### config.mk
export PLATFORM = sky130hd
export DESIGN_NAME = store_narrow_unit_flat
export DESIGN_NICKNAME = d
export VERILOG_FILES = /design/src/rtl/mips_mem_pkg.sv /design/src/rtl/store_narrow_unit_if.sv /design/src/rtl/store_narrow_unit_lane_gen.sv /design/src/rtl/store_narrow_unit.sv /design/src/flat_wrapper.sv
export SDC_FILE = /design/constraint.sdc
export NUM_CORES = 1
export LEC_CHECK = 0
export ABC_AREA = 1
export CAP_MARGIN = 25
export CORE_UTILIZATION = 46
export DETAILED_ROUTE_END_ITERATION = 8
export GPL_TIMING_DRIVEN = 1
export PLACE_DENSITY = 0.78
export SYNTH_ARGS = -nofsm -noshare
export SYNTH_HDL_FRONTEND = slang
export SYNTH_HIERARCHICAL = 1
export SYNTH_SLANG_ARGS = --single-unit
### constraint.sdc
create_clock -name clk -period 1.9 [get_ports clk]
set_input_delay 0.38 -clock clk [delete_from_list [all_inputs] [get_ports clk]]
set_output_delay 0.38 -clock clk [all_outputs]
set_load 0.005 [all_outputs]
### src/rtl/mips_mem_pkg.sv
// Shared memory-path definitions: size encodings, store unit states and byte-lane mapping.
package mips_mem_pkg;

    typedef enum logic [1:0] {
        SZ_BYTE = 2'b00,
        SZ_HALF = 2'b01,
        SZ_WORD = 2'b10,
        SZ_RSVD = 2'b11
    } size_e;

    typedef enum logic [1:0] {
        ST_IDLE,
        ST_ISSUE,
        ST_ERR
    } snu_state_e;

    // Lanes are computed little-endian, then mirrored for big-endian; bit3 = bits 31:24.
    function automatic logic [3:0] be_for(size_e size, logic [1:0] addr_lo, bit big_endian);
        logic [3:0] le;
        le = '0;
        case (size)
            SZ_BYTE: le = 4'b0001 << addr_lo;
            SZ_HALF: le = addr_lo[1] ? 4'b1100 : 4'b0011;
            SZ_WORD: le = '1;
            default: le = '0;
        endcase
        return big_endian ? {le[0], le[1], le[2], le[3]} : le;
    endfunction

endpackage

### src/rtl/store_narrow_unit_if.sv
// Store request and data-memory write bus; the unit takes the slave side.
interface store_narrow_unit_if;
    logic        req_valid;
    logic        req_ready;
    logic [31:0] req_addr;
    logic [31:0] req_data;
    logic [1:0]  req_size;
    logic        mem_valid;
    logic        mem_ready;
    logic [31:0] mem_addr;
    logic [31:0] mem_wdata;
    logic [3:0]  mem_be;
    logic        done;
    logic        align_err;
    logic        bus_err;
    logic [31:0] err_addr;

    modport master (
        output req_valid, req_addr, req_data, req_size, mem_ready,
        input  req_ready, mem_valid, mem_addr, mem_wdata, mem_be,
               done, align_err, bus_err, err_addr
    );

    modport slave (
        input  req_valid, req_addr, req_data, req_size, mem_ready,
        output req_ready, mem_valid, mem_addr, mem_wdata, mem_be,
               done, align_err, bus_err, err_addr
    );
endinterface

### src/rtl/store_narrow_unit_lane_gen.sv
// Combinational lane generator: byte enables, replicated write data and legality of a store.
module store_lane_gen
    import mips_mem_pkg::*;
#(
    parameter bit BIG_ENDIAN = 1'b1
) (
    input  logic [1:0]  size_i,
    input  logic [1:0]  addr_lo_i,
    input  logic [31:0] data_i,
    output logic [3:0]  be_o,
    output logic [31:0] wdata_o,
    output logic        legal_o
);

    always_comb begin
        wdata_o = data_i;
        legal_o = 1'b0;
        case (size_e'(size_i))
            SZ_BYTE: begin
                wdata_o = {4{data_i[7:0]}};
                legal_o = 1'b1;
            end
            SZ_HALF: begin
                wdata_o = {2{data_i[15:0]}};
                legal_o = ~addr_lo_i[0];
            end
            SZ_WORD: legal_o = (addr_lo_i == 2'b00);
            default: legal_o = 1'b0;
        endcase
        be_o = be_for(size_e'(size_i), addr_lo_i, BIG_ENDIAN);
    end

endmodule

### src/rtl/store_narrow_unit.sv
// Store narrowing unit: accepts a MEM-stage store, issues one aligned memory write, flags faults.
module store_narrow_unit
    import mips_mem_pkg::*;
#(
    parameter bit          BIG_ENDIAN = 1'b1,
    parameter int unsigned TIMEOUT    = 16
) (
    input logic                clk,
    input logic                rst,
    store_narrow_unit_if.slave bus
);

    localparam int unsigned CW = (TIMEOUT > 2) ? $clog2(TIMEOUT) : 1;
    localparam logic [CW-1:0] LIMIT = CW'(TIMEOUT - 1);

    snu_state_e    state_q, state_d;
    logic [CW-1:0] cnt_q, cnt_d;
    logic [31:0]   addr_q, addr_d;
    logic [31:0]   mem_addr_q, mem_addr_d;
    logic [31:0]   mem_wdata_q, mem_wdata_d;
    logic [3:0]    mem_be_q, mem_be_d;
    logic [31:0]   err_addr_q, err_addr_d;
    logic          done_q, done_d;
    logic          bus_err_q, bus_err_d;

    logic [3:0]    lane_be;
    logic [31:0]   lane_wdata;
    logic          lane_legal;

    store_lane_gen #(.BIG_ENDIAN(BIG_ENDIAN)) u_lane (
        .size_i    (bus.req_size),
        .addr_lo_i (bus.req_addr[1:0]),
        .data_i    (bus.req_data),
        .be_o      (lane_be),
        .wdata_o   (lane_wdata),
        .legal_o   (lane_legal)
    );

    always_comb begin
        state_d     = state_q;
        cnt_d       = cnt_q;
        addr_d      = addr_q;
        mem_addr_d  = mem_addr_q;
        mem_wdata_d = mem_wdata_q;
        mem_be_d    = mem_be_q;
        err_addr_d  = err_addr_q;
        done_d      = 1'b0;
        bus_err_d   = 1'b0;
        case (state_q)
            ST_IDLE: begin
                if (bus.req_valid) begin
                    if (lane_legal) begin
                        addr_d      = bus.req_addr;
                        mem_addr_d  = {bus.req_addr[31:2], 2'b00};
                        mem_wdata_d = lane_wdata;
                        mem_be_d    = lane_be;
                        cnt_d       = '0;
                        state_d     = ST_ISSUE;
                    end else begin
                        err_addr_d = bus.req_addr;
                        state_d    = ST_ERR;
                    end
                end
            end
            ST_ISSUE: begin
                // mem_ready takes priority over a timeout expiring in the same cycle.
                if (bus.mem_ready) begin
                    done_d  = 1'b1;
                    state_d = ST_IDLE;
                end else if ((TIMEOUT != 0) && (cnt_q == LIMIT)) begin
                    bus_err_d  = 1'b1;
                    err_addr_d = addr_q;
                    state_d    = ST_IDLE;
                end else begin
                    cnt_d = cnt_q + 1'b1;
                end
            end
            ST_ERR:  state_d = ST_IDLE;
            default: state_d = ST_IDLE;
        endcase
    end

    always_ff @(posedge clk) begin
        if (rst) begin
            state_q     <= ST_IDLE;
            cnt_q       <= '0;
            addr_q      <= '0;
            mem_addr_q  <= '0;
            mem_wdata_q <= '0;
            mem_be_q    <= '0;
            err_addr_q  <= '0;
            done_q      <= 1'b0;
            bus_err_q   <= 1'b0;
        end else begin
            state_q     <= state_d;
            cnt_q       <= cnt_d;
            addr_q      <= addr_d;
            mem_addr_q  <= mem_addr_d;
            mem_wdata_q <= mem_wdata_d;
            mem_be_q    <= mem_be_d;
            err_addr_q  <= err_addr_d;
            done_q      <= done_d;
            bus_err_q   <= bus_err_d;
        end
    end

    assign bus.req_ready = (state_q == ST_IDLE);
    assign bus.mem_valid = (state_q == ST_ISSUE);
    assign bus.align_err = (state_q == ST_ERR);
    assign bus.mem_addr  = mem_addr_q;
    assign bus.mem_wdata = mem_wdata_q;
    assign bus.mem_be    = mem_be_q;
    assign bus.err_addr  = err_addr_q;
    assign bus.done      = done_q;
    assign bus.bus_err   = bus_err_q;

endmodule

### src/flat_wrapper.sv
// flat-port wrapper written by rule: the top's interface ports become plain ports
module store_narrow_unit_flat import mips_mem_pkg::*;
#(
    parameter bit          BIG_ENDIAN = 1'b1,
    parameter int unsigned TIMEOUT    = 16
)
  (clk, rst, bus_req_valid, bus_req_addr, bus_req_data, bus_req_size, bus_mem_ready, bus_req_ready, bus_mem_valid, bus_mem_addr, bus_mem_wdata, bus_mem_be, bus_done, bus_align_err, bus_bus_err, bus_err_addr);
  store_narrow_unit_if bus_i ();
  input logic clk;
  input logic rst;
  input wire logic [$bits(bus_i.req_valid)-1:0] bus_req_valid;
  input wire logic [$bits(bus_i.req_addr)-1:0] bus_req_addr;
  input wire logic [$bits(bus_i.req_data)-1:0] bus_req_data;
  input wire logic [$bits(bus_i.req_size)-1:0] bus_req_size;
  input wire logic [$bits(bus_i.mem_ready)-1:0] bus_mem_ready;
  output wire logic [$bits(bus_i.req_ready)-1:0] bus_req_ready;
  output wire logic [$bits(bus_i.mem_valid)-1:0] bus_mem_valid;
  output wire logic [$bits(bus_i.mem_addr)-1:0] bus_mem_addr;
  output wire logic [$bits(bus_i.mem_wdata)-1:0] bus_mem_wdata;
  output wire logic [$bits(bus_i.mem_be)-1:0] bus_mem_be;
  output wire logic [$bits(bus_i.done)-1:0] bus_done;
  output wire logic [$bits(bus_i.align_err)-1:0] bus_align_err;
  output wire logic [$bits(bus_i.bus_err)-1:0] bus_bus_err;
  output wire logic [$bits(bus_i.err_addr)-1:0] bus_err_addr;
  assign bus_i.req_valid = bus_req_valid;
  assign bus_i.req_addr = bus_req_addr;
  assign bus_i.req_data = bus_req_data;
  assign bus_i.req_size = bus_req_size;
  assign bus_i.mem_ready = bus_mem_ready;
  assign bus_req_ready = bus_i.req_ready;
  assign bus_mem_valid = bus_i.mem_valid;
  assign bus_mem_addr = bus_i.mem_addr;
  assign bus_mem_wdata = bus_i.mem_wdata;
  assign bus_mem_be = bus_i.mem_be;
  assign bus_done = bus_i.done;
  assign bus_align_err = bus_i.align_err;
  assign bus_bus_err = bus_i.bus_err;
  assign bus_err_addr = bus_i.err_addr;
  store_narrow_unit #(.BIG_ENDIAN(BIG_ENDIAN), .TIMEOUT(TIMEOUT)) u_core (.clk(clk), .rst(rst), .bus(bus_i));
endmodule
==> results.sh, run 1 <==
export IMPL_powerDensity_nw_per_um2=813
export IMPL_finalCritPeriodShare=0.966
export IMPL_critPathLaunchType="register"
export IMPL_synthCells=761
export IMPL_synth_area_leader_cell="dfxtp_1"
export IMPL_clk_insertion_delay_late_ns=0.34
export IMPL_register_area_sq_um=2160
export IMPL_synth_edf_count=0
export IMPL_whs_ns=0.444
export IMPL_fp_row_count=38
export IMPL_path_clk_slew_ns=0.07
export IMPL_syn_area_sq_um=5240
export IMPL_firstDrtPassIters=5
export IMPL_synthAdderAreaFrac=0.00239
export IMPL_wl_mm=12.5
export IMPL_clkSinkCount=108
export IMPL_outcome="completed"
export IMPL_drive_above_1_share=0.0588
export IMPL_ys_seq_elements=108
export IMPL_clockBufferDepth=2
export IMPL_arrival_ns=1.45
export IMPL_synth_compound_area_frac=0.179
export IMPL_rsz0062_at_grt="no"
export IMPL_stdcell_area_sq_um=7070
export IMPL_critPathRequiredTime_ns=1.52
export IMPL_cp_end_kind="output port"
export IMPL_utilization=0.643
export IMPL_synth_area_top_cells="dfxtp_1, nand2_1, inv_1"
export IMPL_cts_setup_buffers=0
export IMPL_grt_pass1_vias=4320
export IMPL_fin_ws_ns=0.0655
export IMPL_synthMuxAreaShare=0
export IMPL_grt_overflow_total=0
export IMPL_drv_slew=0
export IMPL_synth_top_family_by_area="simple AND/OR/NAND/NOR gates"
export IMPL_fillers=995
export IMPL_placed_cells=1009
export IMPL_h_tree_depth=3
export IMPL_cp_max_fo=4
export IMPL_drtAntennaViolNets=0
export IMPL_finalPower_mw=5.74
export IMPL_dp_hpwl_mm=8.97
export IMPL_wl_per_cell_microns=12.2
export IMPL_place_congestion=0.795
export IMPL_critPathKind="reg2out"
export IMPL_async_flop_share=0
export IMPL_hp_class="reg2reg"
export IMPL_tns_ns=0
export IMPL_synth_top_area_share=0.413
export IMPL_synth_warnings=6
export IMPL_avgSynthCellArea_sq_um=6.88
export IMPL_final_net_count=951
export IMPL_layout_cells_non_filler=1025
export IMPL_dieArea_sq_um=11800
export IMPL_grt_max_degree=75
export IMPL_yosysSeqAreaShare=0.413
export IMPL_chipWidth_microns=109
export IMPL_clock_skew_final_ns=0.00827
export IMPL_synth_most_common_cell="nand2_1"
export IMPL_antenna_found_initial=0
export IMPL_cts_tree="built"
export IMPL_viasPerCell=4.74
export IMPL_synth_commonest_cells="nand2_1, dfxtp_1, inv_1"
export IMPL_grt_usage=0.211
export IMPL_period_needed_ns=1.83
export IMPL_postPlaceCellArea_sq_um=6780
export IMPL_drc=0
export IMPL_cts_hold_buffers=0
export IMPL_setup_viol=0
export IMPL_synth_main_ff_cell="dfxtp_1"
export IMPL_drv_cap=0
export IMPL_max_freq_mhz=545
export IMPL_diodes=0
export IMPL_synth_xor_area_frac=0
export IMPL_num_io_pins=175
export IMPL_place_ws_ns=-0.215
export IMPL_grt_pass1_wl_mm=19.8
export IMPL_core_sq_um=11000
export IMPL_peakVddDrop_v=0.000456
export IMPL_area_delta_synth_final_pct=34.9
export IMPL_cts_buffers=9
export IMPL_synth_distinct_cells=25
export IMPL_synthSimpleGateAreaFrac=0.208
export IMPL_die_y_microns=109
export IMPL_drt_iter0_markers=316
export IMPL_cts_root_buf="clkbuf_16"
export IMPL_multiInputGateArea_sq_um=2060
export IMPL_finalHoldViolCount=0
export IMPL_initial_utilization=0.477
export IMPL_vias=4858
export IMPL_port_buffers=172
export IMPL_p_leak_nw=3.02
## cells by family (layout without fill, tap and decap cells)
family | count (synthesis) | after routing
simple gates | 268 | 268
buf+inv | 197 | 320
compound gates | 186 | 186
flops | 108 | 108
fa+ha+maj | 1 | 1
other cells | 1 | 2
## flip-flops by register name (all words and copies together), names as in the netlist
name	count
u_core/addr_q	32
u_core/bus.done	1
u_core/state_q	2
u_core/cnt_q	4
u_core/bus.mem_wdata	32
u_core/bus.err_addr	32
u_core/bus.bus_err	1
u_core/bus.mem_be	4
## layer usage
metal	vias up	wire (microns)	GRT usage
met4	0	208	0.0666
li1	2564	-	-
met5	-	0	0
met1	2115	5570	0.256
met3	18	988	0.0544
met2	161	5720	0.365
## worst max-delay path: stages (launching register included)
cell and delay (ns):
dfxtp_2 0.36, nor2_4 0.19, clkdlybuf4s50_1 0.57
## layout make-up
cell class                      instances  area share
Sequential cell                       108       0.306
Multi-Input combinational cell        457       0.291
Timing Repair Buffer                  192       0.278
Inverter                              112      0.0598
Clock buffer                           10      0.0338
Tap cell                              140      0.0248
Clock inverter                          6     0.00673
## placed cells by master, fill, tap and decap left out, types with 3 or more instances in the layout
cell type	n
buf_4	13
nand3_1	21
nand2_1	159
buf_12	7
clkdlybuf4s50_1	171
inv_2	4
dfxtp_1	106
inv_1	107
clkbuf_16	9
a21oi_1	74
nor2_4	3
o21ai_0	68
nor2_1	77
o21ai_1	42
## report_power, final
group	internal [mW]	switching (mW)	total (mW)
registers	2.47	0.111	2.58
clock network	0.939	0.869	1.81
logic	0.727	0.625	1.35
## path summary, 6_finish.rpt
check,start,endpoint,slack (ns),cells past startpoint
max,u_core/state_q[1],bus_req_ready,0.07,2
min,u_core/bus.mem_wdata[23],u_core/bus.mem_wdata[23],0.44,2
max reg2reg,u_core/cnt_q[1],u_core/bus.err_addr[30],0.46,7
min reg2reg,u_core/bus.mem_wdata[23],u_core/bus.mem_wdata[23],0.44,2
## timing repair
action / in CTS / in global routing
resized for setup: 2 / 1
endpoints found under the hold margin: 0 / 0
setup endpoints to repair: 2 / 1
gates cloned: 0 / 0
No activity file was read; power rests on OpenSTA's default activity.
==> run 2: changes to the inputs <==
- PLACE_DENSITY: 0.78 -> 0.89
- SLEW_MARGIN: not set -> 30
==> run 2 against run 1 <==
Compared with the run above:
- global-route usage is 0.57 points higher
- routed wire length is 1.8% higher
- maximum frequency hardly changed
- core utilization is 0.54 points higher
- hold slack worse by 0.00077 ns
- critical path depth stayed put
- cell area is 0.83% higher
- critical path type unchanged
- highest routed layer unchanged
==> results.sh, run 2 (synthesis gave the netlist of run 1 again) <==
export IMPL_outcome="completed"
export IMPL_antenna_found_initial=0
export IMPL_drt_iter0_markers=455
export IMPL_grt_usage=0.217
export IMPL_whs_ns=0.443
export IMPL_holdCritStartpoint="u_core/bus.mem_wdata[15]"
export IMPL_final_net_count=957
export IMPL_rsz0062_at_grt="no"
export IMPL_cts_buffers=9
export IMPL_h_tree_depth=3
export IMPL_grt_overflow_total=0
export IMPL_finalHoldViolCount=0
export IMPL_grt_max_degree=46
export IMPL_cp_end_kind="output port"
export IMPL_peakVddDrop_v=0.000550
export IMPL_die_y_microns=109
export IMPL_dp_hpwl_mm=9.20
export IMPL_hp_class="reg2reg"
export IMPL_drv_slew=0
export IMPL_diodes=0
export IMPL_firstDrtPassIters=5
export IMPL_critPathKind="reg2out"
export IMPL_critPathRequiredTime_ns=1.52
export IMPL_fp_row_count=38
export IMPL_cts_hold_buffers=0
export IMPL_clkSinkCount=108
export IMPL_arrival_ns=1.46
export IMPL_fillers=917
export IMPL_drv_cap=0
export IMPL_powerDensity_nw_per_um2=826
export IMPL_setup_viol=0
export IMPL_tns_ns=0
export IMPL_startpoint="u_core/state_q[1]"
export IMPL_period_needed_ns=1.84
export IMPL_finalCritPeriodShare=0.966
export IMPL_port_buffers=172
export IMPL_layout_commonest_cell="clkdlybuf4s50_1"
export IMPL_drive_above_1_share=0.0640
export IMPL_clk_insertion_delay_late_ns=0.33
export IMPL_chipWidth_microns=109
export IMPL_max_freq_mhz=545
export IMPL_wl_per_cell_microns=12.3
export IMPL_num_io_pins=175
export IMPL_vias=4984
export IMPL_path_clk_slew_ns=0.07
export IMPL_clock_skew_final_ns=0.00913
export IMPL_wl_mm=12.7
export IMPL_grt_pass1_vias=4428
export IMPL_cts_tree="built"
export IMPL_core_sq_um=11000
export IMPL_p_leak_nw=3.06
export IMPL_drc=0
export IMPL_critPathLaunchType="register"
export IMPL_cts_root_buf="clkbuf_16"
export IMPL_clockBufferDepth=2
export IMPL_viasPerCell=4.83
export IMPL_place_congestion=0.784
export IMPL_cp_max_fo=4
export IMPL_dieArea_sq_um=11800
export IMPL_r2r_start="u_core/cnt_q[0]"
export IMPL_drtAntennaViolNets=0
export IMPL_final_cell_mix="clkdlybuf4s50_1, nand2_1, inv_1, dfxtp_1, nor2_1"
export IMPL_grt_pass1_wl_mm=20.6
export IMPL_finalPower_mw=5.88
export IMPL_area_delta_synth_final_pct=36.0
export IMPL_initial_utilization=0.477
## run 2: cell types whose count changed in the layout (fill, tap and decap cells not counted)
cell and delta:
buf_4 +7, dlymetal6s2s_1 +1, clkbuf_1 +1, bufinv_16 +1, inv_6 +1, clkdlybuf4s50_1 -1, buf_12 -1, clkinv_2 -1
clkinv_4 -1, clkinvlp_4 -1, dfxtp_4 +1, dfxtp_2 -1
## run 2: worst max-delay path, stage by stage, from the launching register on
cell and delay (ns):
dfxtp_4 0.37, nor2_4 0.18, clkdlybuf4s50_1 0.57
## run 2: final timing paths
kind	endpoint	slack [ns]	cells after the start
worst max-delay path	bus_req_ready	0.06	2
worst min-delay path	u_core/bus.mem_wdata[15]	0.44	2
worst max register to register	u_core/bus.err_addr[22]	0.44	8
worst min register to register	u_core/bus.mem_wdata[15]	0.44	2
## run 2: repair_timing
| item | 4_1_cts | 5_1_grt |
|---|---|---|
| cloned | 0 | 0 |
| pin swaps | 0 | 1 |
| setup endpoints to repair | 1 | 34 |
| gates resized for setup | 1 | 4 |
| setup buffers | 0 | 2 |
## run 2: area by class of cell
cell class                      count  area [sq um]  share of cell area
Sequential cell                   108          2170               0.304
Inverter                          112           423              0.0594
Clock buffer                       11           243              0.0341
Tap cell                          140           175              0.0246
Multi-Input combinational cell    457          2060               0.288
Clock inverter                      5          65.1             0.00913
Timing Repair Buffer              198          2000               0.280
## run 2: report_power, final
| part | internal [mW] | switching [mW] |
|---|---|---|
| clock | 1.08 | 0.853 |
| sequential | 2.47 | 0.113 |
| combinational | 0.736 | 0.631 |
## run 2: metrics by stage
stage                     setup slack [ns]  instance area [sq um]   util  std cells
after floorplan                      0.212                   5240      -        762
after global placement              -0.238                   6790  0.618       1013
after detailed placement            -0.278                   6790  0.618       1013
after CTS                          0.00471                   7100  0.647       1029
after global routing               0.00501                   7130  0.649       1031
final                               0.0648                   7130  0.649       1031
## run 2: metal layers
metal  up-vias  part of all wire  global-route usage
li1       2585                 -                   -
met4         0             0.013              0.0627
met2       204              0.48               0.376
met1      2179              0.42               0.267
met3        16             0.087              0.0508
met5         -                 0                   0
